**config.mk**
```make
export PLATFORM = sky130hd
export DESIGN_NAME = avr_sram_master
export DESIGN_NICKNAME = d
export VERILOG_FILES = /design/src/rtl/avr_sram_master_pkg.sv /design/src/rtl/avr_sram_master_addr_serializer.sv /design/src/rtl/avr_sram_master.sv
export SDC_FILE = /design/constraint.sdc
export NUM_CORES = 1
export LEC_CHECK = 0
export CAP_MARGIN = 20
export CORE_MARGIN = 3
export CORE_UTILIZATION = 44
export DETAILED_ROUTE_END_ITERATION = 10
export PLACE_DENSITY_LB_ADDON = 0.25
export SLEW_MARGIN = 10
export SYNTH_ARGS = -nofsm -noshare
export SYNTH_HDL_FRONTEND = slang
export SYNTH_SLANG_ARGS = --single-unit
```
**constraint.sdc**
```tcl
create_clock -name clk -period 3.5 [get_ports clk]
set_input_delay 0.35 -clock clk [delete_from_list [all_inputs] [get_ports clk]]
set_output_delay 0.35 -clock clk [all_outputs]
set_load 0.05 [all_outputs]
```
**src/rtl/avr_sram_master_pkg.sv**
```systemverilog
// ---------------------------------------------------------------------------
// avr_sram_master_pkg
// Shared definitions for the host-side SRAM bridge initiator:
//   - ADDR_W_DEF / DATA_W_DEF : default address / data widths (the bridge
//                               shift register uses the same address width)
//   - state_t                 : transaction sequencer state encoding
//   - txn_latency()           : cycles from the accepting edge to the cycle in
//                               which rsp_valid is high
// ---------------------------------------------------------------------------
package avr_sram_master_pkg;

    localparam int ADDR_W_DEF = 21;
    localparam int DATA_W_DEF = 8;

    typedef enum logic [2:0] {
        ST_IDLE,
        ST_SHIFT_LO,
        ST_SHIFT_HI,
        ST_SETUP,
        ST_STROBE,
        ST_HOLD
    } state_t;

    // A full transaction spends 2*clk_div cycles per address bit, then one
    // SETUP cycle, strobe_cyc STROBE cycles and the HOLD cycle.
    function automatic int unsigned txn_latency(input int unsigned addr_w,
                                                input int unsigned clk_div,
                                                input int unsigned strobe_cyc,
                                                input logic        shift_skipped);
        if (shift_skipped)
            return strobe_cyc + 2;
        return 2 * clk_div * addr_w + strobe_cyc + 2;
    endfunction

endpackage

```
**src/rtl/avr_sram_master_addr_serializer.sv**
```systemverilog
// ---------------------------------------------------------------------------
// avr_addr_serializer
// Shifts an address MSB-first onto the sreg_clk / sreg_si pair. Each bit gets
// CLK_DIV cycles with sreg_clk low (sreg_si changes on entry to this phase)
// followed by CLK_DIV cycles with sreg_clk high, so exactly ADDR_W rising
// edges are produced per start.
// Ports:
//   clk, rst   : clock, asynchronous active-high reset
//   start      : one-cycle pulse, loads addr and begins shifting
//   addr       : address to shift (sampled on start)
//   half_end   : high in the last cycle of every half period
//   done       : high in the last cycle of the final high phase
//   sreg_clk   : registered shift clock
//   sreg_si    : registered shift data
// ---------------------------------------------------------------------------
module avr_addr_serializer
    import avr_sram_master_pkg::*;
#(
    parameter int ADDR_W  = ADDR_W_DEF,
    parameter int CLK_DIV = 2
) (
    input  logic              clk,
    input  logic              rst,
    input  logic              start,
    input  logic [ADDR_W-1:0] addr,
    output logic              half_end,
    output logic              done,
    output logic              sreg_clk,
    output logic              sreg_si
);

    localparam int DW = (CLK_DIV > 1) ? $clog2(CLK_DIV) : 1;
    localparam int BW = $clog2(ADDR_W);
    localparam logic [DW-1:0] DIV_LAST = DW'(CLK_DIV - 1);
    localparam logic [BW-1:0] BIT_MSB  = BW'(ADDR_W - 1);

    logic              active_reg;
    logic [DW-1:0]     div_cnt_reg;
    logic [BW-1:0]     bit_cnt_reg;
    // Holds the bits still to be sent; the MSB goes straight to sreg_si.
    logic [ADDR_W-2:0] shreg_reg;
    logic              sreg_clk_reg;
    logic              sreg_si_reg;

    assign half_end = active_reg && (div_cnt_reg == DIV_LAST);
    assign done     = half_end && sreg_clk_reg && (bit_cnt_reg == '0);
    assign sreg_clk = sreg_clk_reg;
    assign sreg_si  = sreg_si_reg;

    always_ff @(posedge clk or posedge rst) begin
        if (rst) begin
            active_reg   <= 1'b0;
            div_cnt_reg  <= '0;
            bit_cnt_reg  <= '0;
            shreg_reg    <= '0;
            sreg_clk_reg <= 1'b0;
            sreg_si_reg  <= 1'b0;
        end else if (start) begin
            active_reg   <= 1'b1;
            div_cnt_reg  <= '0;
            bit_cnt_reg  <= BIT_MSB;
            shreg_reg    <= addr[ADDR_W-2:0];
            sreg_clk_reg <= 1'b0;
            sreg_si_reg  <= addr[ADDR_W-1];
        end else if (active_reg) begin
            if (div_cnt_reg == DIV_LAST) begin
                div_cnt_reg <= '0;
                if (!sreg_clk_reg) begin
                    sreg_clk_reg <= 1'b1;
                end else begin
                    sreg_clk_reg <= 1'b0;
                    if (bit_cnt_reg == '0) begin
                        active_reg <= 1'b0;
                    end else begin
                        bit_cnt_reg <= bit_cnt_reg - 1'b1;
                        sreg_si_reg <= shreg_reg[ADDR_W-2];
                        shreg_reg   <= {shreg_reg[ADDR_W-3:0], 1'b0};
                    end
                end
            end else begin
                div_cnt_reg <= div_cnt_reg + 1'b1;
            end
        end
    end

endmodule

```
**src/rtl/avr_sram_master.sv**
```systemverilog
// ---------------------------------------------------------------------------
// avr_sram_master
// Host-side initiator for the CPLD SRAM bridge. Accepts one read/write request
// at a time, shifts the address to the bridge (skipped when it equals the last
// address shifted), then sequences ce_n / oe_n / we_n and drives or samples
// the shared data bus. All outputs are registered.
// Ports:
//   clk, rst                      : clock, asynchronous active-high reset
//   req_valid/ready/write/addr/wdata : request handshake (accepted in IDLE)
//   rsp_valid, rsp_rdata          : completion pulse, last read data
//   busy                          : high whenever not IDLE
//   sreg_clk, sreg_si             : serial address to the bridge
//   sram_ce_n/oe_n/we_n           : active-low SRAM strobes
//   data_out, data_oe, data_in    : shared bus drive value, enable, sample
// ---------------------------------------------------------------------------
module avr_sram_master
    import avr_sram_master_pkg::*;
#(
    parameter int ADDR_W     = ADDR_W_DEF,
    parameter int DATA_W     = DATA_W_DEF,
    parameter int CLK_DIV    = 2,
    parameter int STROBE_CYC = 2
) (
    input  logic              clk,
    input  logic              rst,
    input  logic              req_valid,
    output logic              req_ready,
    input  logic              req_write,
    input  logic [ADDR_W-1:0] req_addr,
    input  logic [DATA_W-1:0] req_wdata,
    output logic              rsp_valid,
    output logic [DATA_W-1:0] rsp_rdata,
    output logic              busy,
    output logic              sreg_clk,
    output logic              sreg_si,
    output logic              sram_ce_n,
    output logic              sram_oe_n,
    output logic              sram_we_n,
    output logic [DATA_W-1:0] data_out,
    output logic              data_oe,
    input  logic [DATA_W-1:0] data_in
);

    localparam int SW = (STROBE_CYC > 1) ? $clog2(STROBE_CYC) : 1;
    localparam logic [SW-1:0] STROBE_LAST = SW'(STROBE_CYC - 1);

    state_t            state_reg;
    logic [ADDR_W-1:0] addr_reg;
    logic [DATA_W-1:0] wdata_reg;
    logic              write_reg;
    logic [ADDR_W-1:0] cache_addr_reg;
    logic              cache_valid_reg;
    logic [SW-1:0]     strobe_cnt_reg;

    logic              req_ready_reg;
    logic              busy_reg;
    logic              rsp_valid_reg;
    logic [DATA_W-1:0] rsp_rdata_reg;
    logic              ce_n_reg;
    logic              oe_n_reg;
    logic              we_n_reg;
    logic [DATA_W-1:0] data_out_reg;
    logic              data_oe_reg;

    logic accept;
    logic cache_hit;
    logic ser_start;
    logic ser_half_end;
    logic ser_done;

    assign accept    = req_valid && req_ready_reg;
    // The bridge still holds the last shifted address, so a repeat skips the shift.
    assign cache_hit = cache_valid_reg && (req_addr == cache_addr_reg);
    assign ser_start = accept && !cache_hit;

    avr_addr_serializer #(
        .ADDR_W  (ADDR_W),
        .CLK_DIV (CLK_DIV)
    ) u_ser (
        .clk      (clk),
        .rst      (rst),
        .start    (ser_start),
        .addr     (req_addr),
        .half_end (ser_half_end),
        .done     (ser_done),
        .sreg_clk (sreg_clk),
        .sreg_si  (sreg_si)
    );

    assign req_ready = req_ready_reg;
    assign busy      = busy_reg;
    assign rsp_valid = rsp_valid_reg;
    assign rsp_rdata = rsp_rdata_reg;
    assign sram_ce_n = ce_n_reg;
    assign sram_oe_n = oe_n_reg;
    assign sram_we_n = we_n_reg;
    assign data_out  = data_out_reg;
    assign data_oe   = data_oe_reg;

    always_ff @(posedge clk or posedge rst) begin
        if (rst) begin
            state_reg       <= ST_IDLE;
            addr_reg        <= '0;
            wdata_reg       <= '0;
            write_reg       <= 1'b0;
            cache_addr_reg  <= '0;
            cache_valid_reg <= 1'b0;
            strobe_cnt_reg  <= '0;
            req_ready_reg   <= 1'b1;
            busy_reg        <= 1'b0;
            rsp_valid_reg   <= 1'b0;
            rsp_rdata_reg   <= '0;
            ce_n_reg        <= 1'b1;
            oe_n_reg        <= 1'b1;
            we_n_reg        <= 1'b1;
            data_out_reg    <= '0;
            data_oe_reg     <= 1'b0;
        end else begin
            case (state_reg)
                ST_IDLE: begin
                    if (accept) begin
                        addr_reg      <= req_addr;
                        wdata_reg     <= req_wdata;
                        write_reg     <= req_write;
                        req_ready_reg <= 1'b0;
                        busy_reg      <= 1'b1;
                        if (cache_hit) begin
                            // Enter SETUP directly: its outputs take effect now.
                            state_reg <= ST_SETUP;
                            ce_n_reg  <= 1'b0;
                            if (req_write) begin
                                data_oe_reg  <= 1'b1;
                                data_out_reg <= req_wdata;
                            end
                        end else begin
                            state_reg <= ST_SHIFT_LO;
                        end
                    end
                end
                ST_SHIFT_LO: begin
                    if (ser_half_end)
                        state_reg <= ST_SHIFT_HI;
                end
                ST_SHIFT_HI: begin
                    if (ser_done) begin
                        state_reg       <= ST_SETUP;
                        cache_addr_reg  <= addr_reg;
                        cache_valid_reg <= 1'b1;
                        ce_n_reg        <= 1'b0;
                        if (write_reg) begin
                            data_oe_reg  <= 1'b1;
                            data_out_reg <= wdata_reg;
                        end
                    end else if (ser_half_end) begin
                        state_reg <= ST_SHIFT_LO;
                    end
                end
                ST_SETUP: begin
                    state_reg      <= ST_STROBE;
                    strobe_cnt_reg <= '0;
                    if (write_reg)
                        we_n_reg <= 1'b0;
                    else
                        oe_n_reg <= 1'b0;
                end
                ST_STROBE: begin
                    if (strobe_cnt_reg == STROBE_LAST) begin
                        state_reg     <= ST_HOLD;
                        oe_n_reg      <= 1'b1;
                        we_n_reg      <= 1'b1;
                        rsp_valid_reg <= 1'b1;
                        if (!write_reg)
                            rsp_rdata_reg <= data_in;
                    end else begin
                        strobe_cnt_reg <= strobe_cnt_reg + 1'b1;
                    end
                end
                ST_HOLD: begin
                    // ce_n and data_oe are held through HOLD for bus hold time.
                    state_reg     <= ST_IDLE;
                    rsp_valid_reg <= 1'b0;
                    ce_n_reg      <= 1'b1;
                    data_oe_reg   <= 1'b0;
                    req_ready_reg <= 1'b1;
                    busy_reg      <= 1'b0;
                end
                default: begin
                    state_reg <= ST_IDLE;
                end
            endcase
        end
    end

endmodule
```
==> results.md <==
Timing:
- The clock arrives with around 0.012 ns of skew.
- The final number of hold-violating endpoints was 0.
- Setup repair after global routing left no endpoint under its margin.
- The worst slew slack as a fraction of its limit is 38.5%.
- The worst path needs 2.49 ns of the cycle, external delays included.
- The number of pins exceeding their max-slew limit in the final report came to 0.
- Hold timing on the final database bottoms out at a slack of 0.485 ns.
- The transition time at the pin with the least slew margin is 0.922 ns.
- Based on the critical path, the design can be clocked at up to 402 MHz.
- The setup total negative slack is 0 ns.
- The portion of the clock cycle consumed by the worst path in the final layout is roughly 70%.
- The final setup violation count is 0.

Worst setup path:
- Along the worst path, the maximum fanout reaches 14.
- The kind of end point of the critical path is a flip-flop.
- The most critical setup path has its startpoint at u_ser.bit_cnt_reg[0].
- Data arrives at the worst endpoint at ~2.7 ns.
- The required time of the critical path is 3.71 ns.
- In this design, the stage delay of the slowest critical-path cell is 0.70 ns.
- The startpoint identified for the worst register-to-register timing path is u_ser.bit_cnt_reg[0].
- The category of the most critical setup path is flip-flop to flip-flop.
- Among all stages on the critical path, the largest delay is contributed by sky130_fd_sc_hd__nand3b_1.
- The critical path goes through inv_1, ha_1, nor4b_1, nand3b_1, mux2i_1, o21ai_0.
- The worst setup path is launched from a flip-flop.

Yosys:
- The flip-flop and latch count after synthesis is 108.
- Sequential elements use 55.8% of the synthesized area.
- The number of instances in the synthesized netlist is 378.
- The count of distinct cell types in the synthesized netlist is 46.
- The fraction of synthesis flops using an asynchronous set or reset pin is between 90% and 100%.
- The synthesized design contains 0 enable-type register cells.
- The mean area per synthesized cell is 12.8 um^2.
- The net count after synthesis is 421.
- The area of the mapped netlist is 4850 um^2.
- The most frequently used flop master after synthesis is sky130_fd_sc_hd__dfrtp_1.
- During synthesis, Yosys emitted a total of 0 warnings.

Floorplan:
- The floorplan step set the die width to 111 um.
- The count of pins on the block boundary is 66.
- The floorplan step defined a core boundary enclosing approximately 11000 um^2.
- The area of the die is 12300 um^2.
- Measured along the y axis, the die boundary spans between 100 and 150 um.
- After floorplanning, the core was divided into 37 placement rows.
- Once the floorplan was initialized, standard cells occupied between 40% and 50% of the core.

Global routing:
- Global routing finished with a remaining overflow of 0.
- Global routing used 15.6% of the available tracks across all layers.
- The first global-routing pass estimated around 16000 um of wire.
- The pin count of the biggest net entering global routing is 65.
- The via count of the first global-routing pass is 3007.
- The number of antenna violations at the first check in global routing came to 0.

Finish:
- After routing the design area is 5750 um^2.
- The share of post-route cells with drive strength above 1 is 24.9%.
- Fill cells in the final layout number 900.
- The layout net count is 480.
- The number of inserted diodes is 0.
- From synthesis to final layout, the design area changed by 18.7%.

Placed design:
- At the end of routability-driven placement, the weighted congestion stood at 0.775.
- The half-perimeter wire length of the detailed placement result is around 6300 um.
- After detailed placement, the total cell area comes to 5570 um^2.
- Buffers placed on the I/O ports in this run total 65.

Clocking:
- The clock buffer count from CTS is 9.
- After clock tree synthesis, the clock-pin slew on the worst setup and hold paths is 0.10 ns.
- The later-pin clock latency in the skew report is around 0.37 ns.
- Once the clock tree was built, the resizer swapped 0 gates to a different size.
- The number of hold buffers added after CTS is 0.
- The tree built by TritonCTS fans out to 108 sinks.
- The clock tree from TritonCTS is done.
- The number of buffers added for setup after CTS is 0.
- The total number of H-tree levels is 3.
- The root buffer cell is sky130_fd_sc_hd__clkbuf_8.
- No sink is reached through more buffers than the 2 on the longest clock path.

Power and ir drop:
- The worst-case vdd ir drop is 0.421 mV.
- The power per standard cell area is 737 nW/um^2.
- Total power for the finished layout comes to 4240 uW.
- For this design the static power due to leakage is about 0.0025 uW.

Routing:
- In this run the remaining antenna-violating nets after routing total 0.
- The routed wirelength normalized by instance count is 16.1 um.
- The number of detailed-routing iterations run before antenna repair is 4.
- The via count of the routed design is 3017.
- The via count normalized by instance count is 5.22.
- The routed design has approximately 9000 um of wire.
- The total DRC errors in the routed layout is 0.
- After the first detailed-routing iteration, the DRC count stood at 109.

Flow run:
- Max-cap violations in this run came to 0.

Min path:
- The min-delay analysis places its worst path in the category primary input to async pin.

Outcome:
- The run finished with clean final reports.
-- cell families (layout without fill, tap and decap cells) --
family / Yosys count / in the layout / share of synthesized area [%]
xor gates and xnor gates: 27 / 27 / 4.88
buffers and inverters: 28 / 92 / 3.56
muxes: 96 / 96 / 22.4
DFF: 108 / 108 / 55.8
and+or+nand+nor: 66 / 66 / 6.81
adders and majority gates: 2 / 2 / 0.516
AOI/OAI and AO/OA: 51 / 51 / 6.04
-- where the power goes --
group	switching (uW)	internal, uW	leakage (uW)
registers	289	1680	0.00136
clock network	440	269	0.0000959
logic	848	710	0.00107
-- layout make-up --
| type | count | area (um^2) | area share (%) |
|---|---|---|---|
| Sequential cell | 108 | 2710 | 47.1 |
| Multi-Input combinational cell | 242 | 1970 | 34.3 |
| Timing Repair Buffer | 69 | 693 | 12.0 |
| Tap cell | 136 | 170 | 2.96 |
| Clock buffer | 9 | 124 | 2.15 |
| Clock inverter | 7 | 56.3 | 0.978 |
| Inverter | 7 | 28.8 | 0.500 |
-- routing by layer --
| layer | track usage [%] | up-vias | share of wire [%] |
|---|---|---|---|
| met5 | 0 | - | 0 |
| met4 | 3.61 | 0 | 0.94 |
| met3 | 4.20 | 8 | 4.6 |
| met2 | 25.9 | 60 | 49 |
| met1 | 20.5 | 1510 | 45 |
| li1 | - | 1439 | - |
-- metrics by stage --
step	util (%)	setup slack [ns]	cells
floorplan	-	0.311	378
global placement	53.0	0.709	562
detailed placement	53.0	0.695	562
CTS	54.8	0.985	578
global route	54.8	0.669	578
finish	54.8	1.01	578
-- Yosys cell counts (all sizes together) (2+ instances only) --
cell type | count | share of area (%)
dfrtp | 104 | 54
mux2 | 75 | 18
o21ai | 33 | 3.4
nand2 | 32 | 2.5
mux2i | 21 | 4.3
xnor2 | 18 | 3.3
nor2 | 13 | 1.2
buf | 12 | 1.9
a21oi | 10 | 1.0
clkbuf | 9 | 1.1
xor2 | 9 | 1.6
inv | 7 | 0.54
dfstp | 4 | 2.2
nor4 | 4 | 0.64
nand4 | 3 | 0.39
nor3 | 3 | 0.41
ha | 2 | 0.52
or4 | 2 | 0.39
-- worst max-delay path, delay by kind of cell, from the launching register on --
| family | cells | cell delay, ns |
|---|---|---|
| AOI/OAI and AO/OA | 1 | 0.11 |
| adders and majority gates | 1 | 0.14 |
| buffers and inverters | 1 | 0.09 |
| DFF | 1 | 0.42 |
| muxes | 1 | 0.26 |
| and+or+nand+nor | 2 | 1.29 |
-- final timing paths --
path                                  endpoint  slack (ns)  cells past startpoint
setup / recovery           u_ser.shreg_reg[14]        1.01                      6
hold / removal                    rsp_rdata[6]        0.49                      2
setup reg to reg           u_ser.shreg_reg[14]        1.01                      6
hold reg to reg                cache_valid_reg        0.50                      1
max in group asynchronous         wdata_reg[3]        2.29                      3
min in group clk               cache_valid_reg        0.50                      1
-- cells in the final DEF, fill, tap and decap left out, types with 2 or more instances in the layout --
cell,count
sky130_fd_sc_hd__a21oi_1,10
sky130_fd_sc_hd__buf_4,3
sky130_fd_sc_hd__clkbuf_8,9
sky130_fd_sc_hd__clkdlybuf4s50_1,65
sky130_fd_sc_hd__clkinv_2,2
sky130_fd_sc_hd__clkinv_4,2
sky130_fd_sc_hd__dfrtp_1,104
sky130_fd_sc_hd__dfstp_2,4
sky130_fd_sc_hd__ha_1,2
sky130_fd_sc_hd__inv_1,6
sky130_fd_sc_hd__inv_6,2
sky130_fd_sc_hd__mux2_2,67
sky130_fd_sc_hd__mux2_4,8
sky130_fd_sc_hd__mux2i_1,21
sky130_fd_sc_hd__nand2_1,32
sky130_fd_sc_hd__nand4_1,3
sky130_fd_sc_hd__nor2_1,12
sky130_fd_sc_hd__nor3_1,2
sky130_fd_sc_hd__nor4_1,3
sky130_fd_sc_hd__o21ai_0,19
sky130_fd_sc_hd__o21ai_1,14
sky130_fd_sc_hd__xnor2_1,18
sky130_fd_sc_hd__xor2_1,9
(Power assumes the default switching activity.)
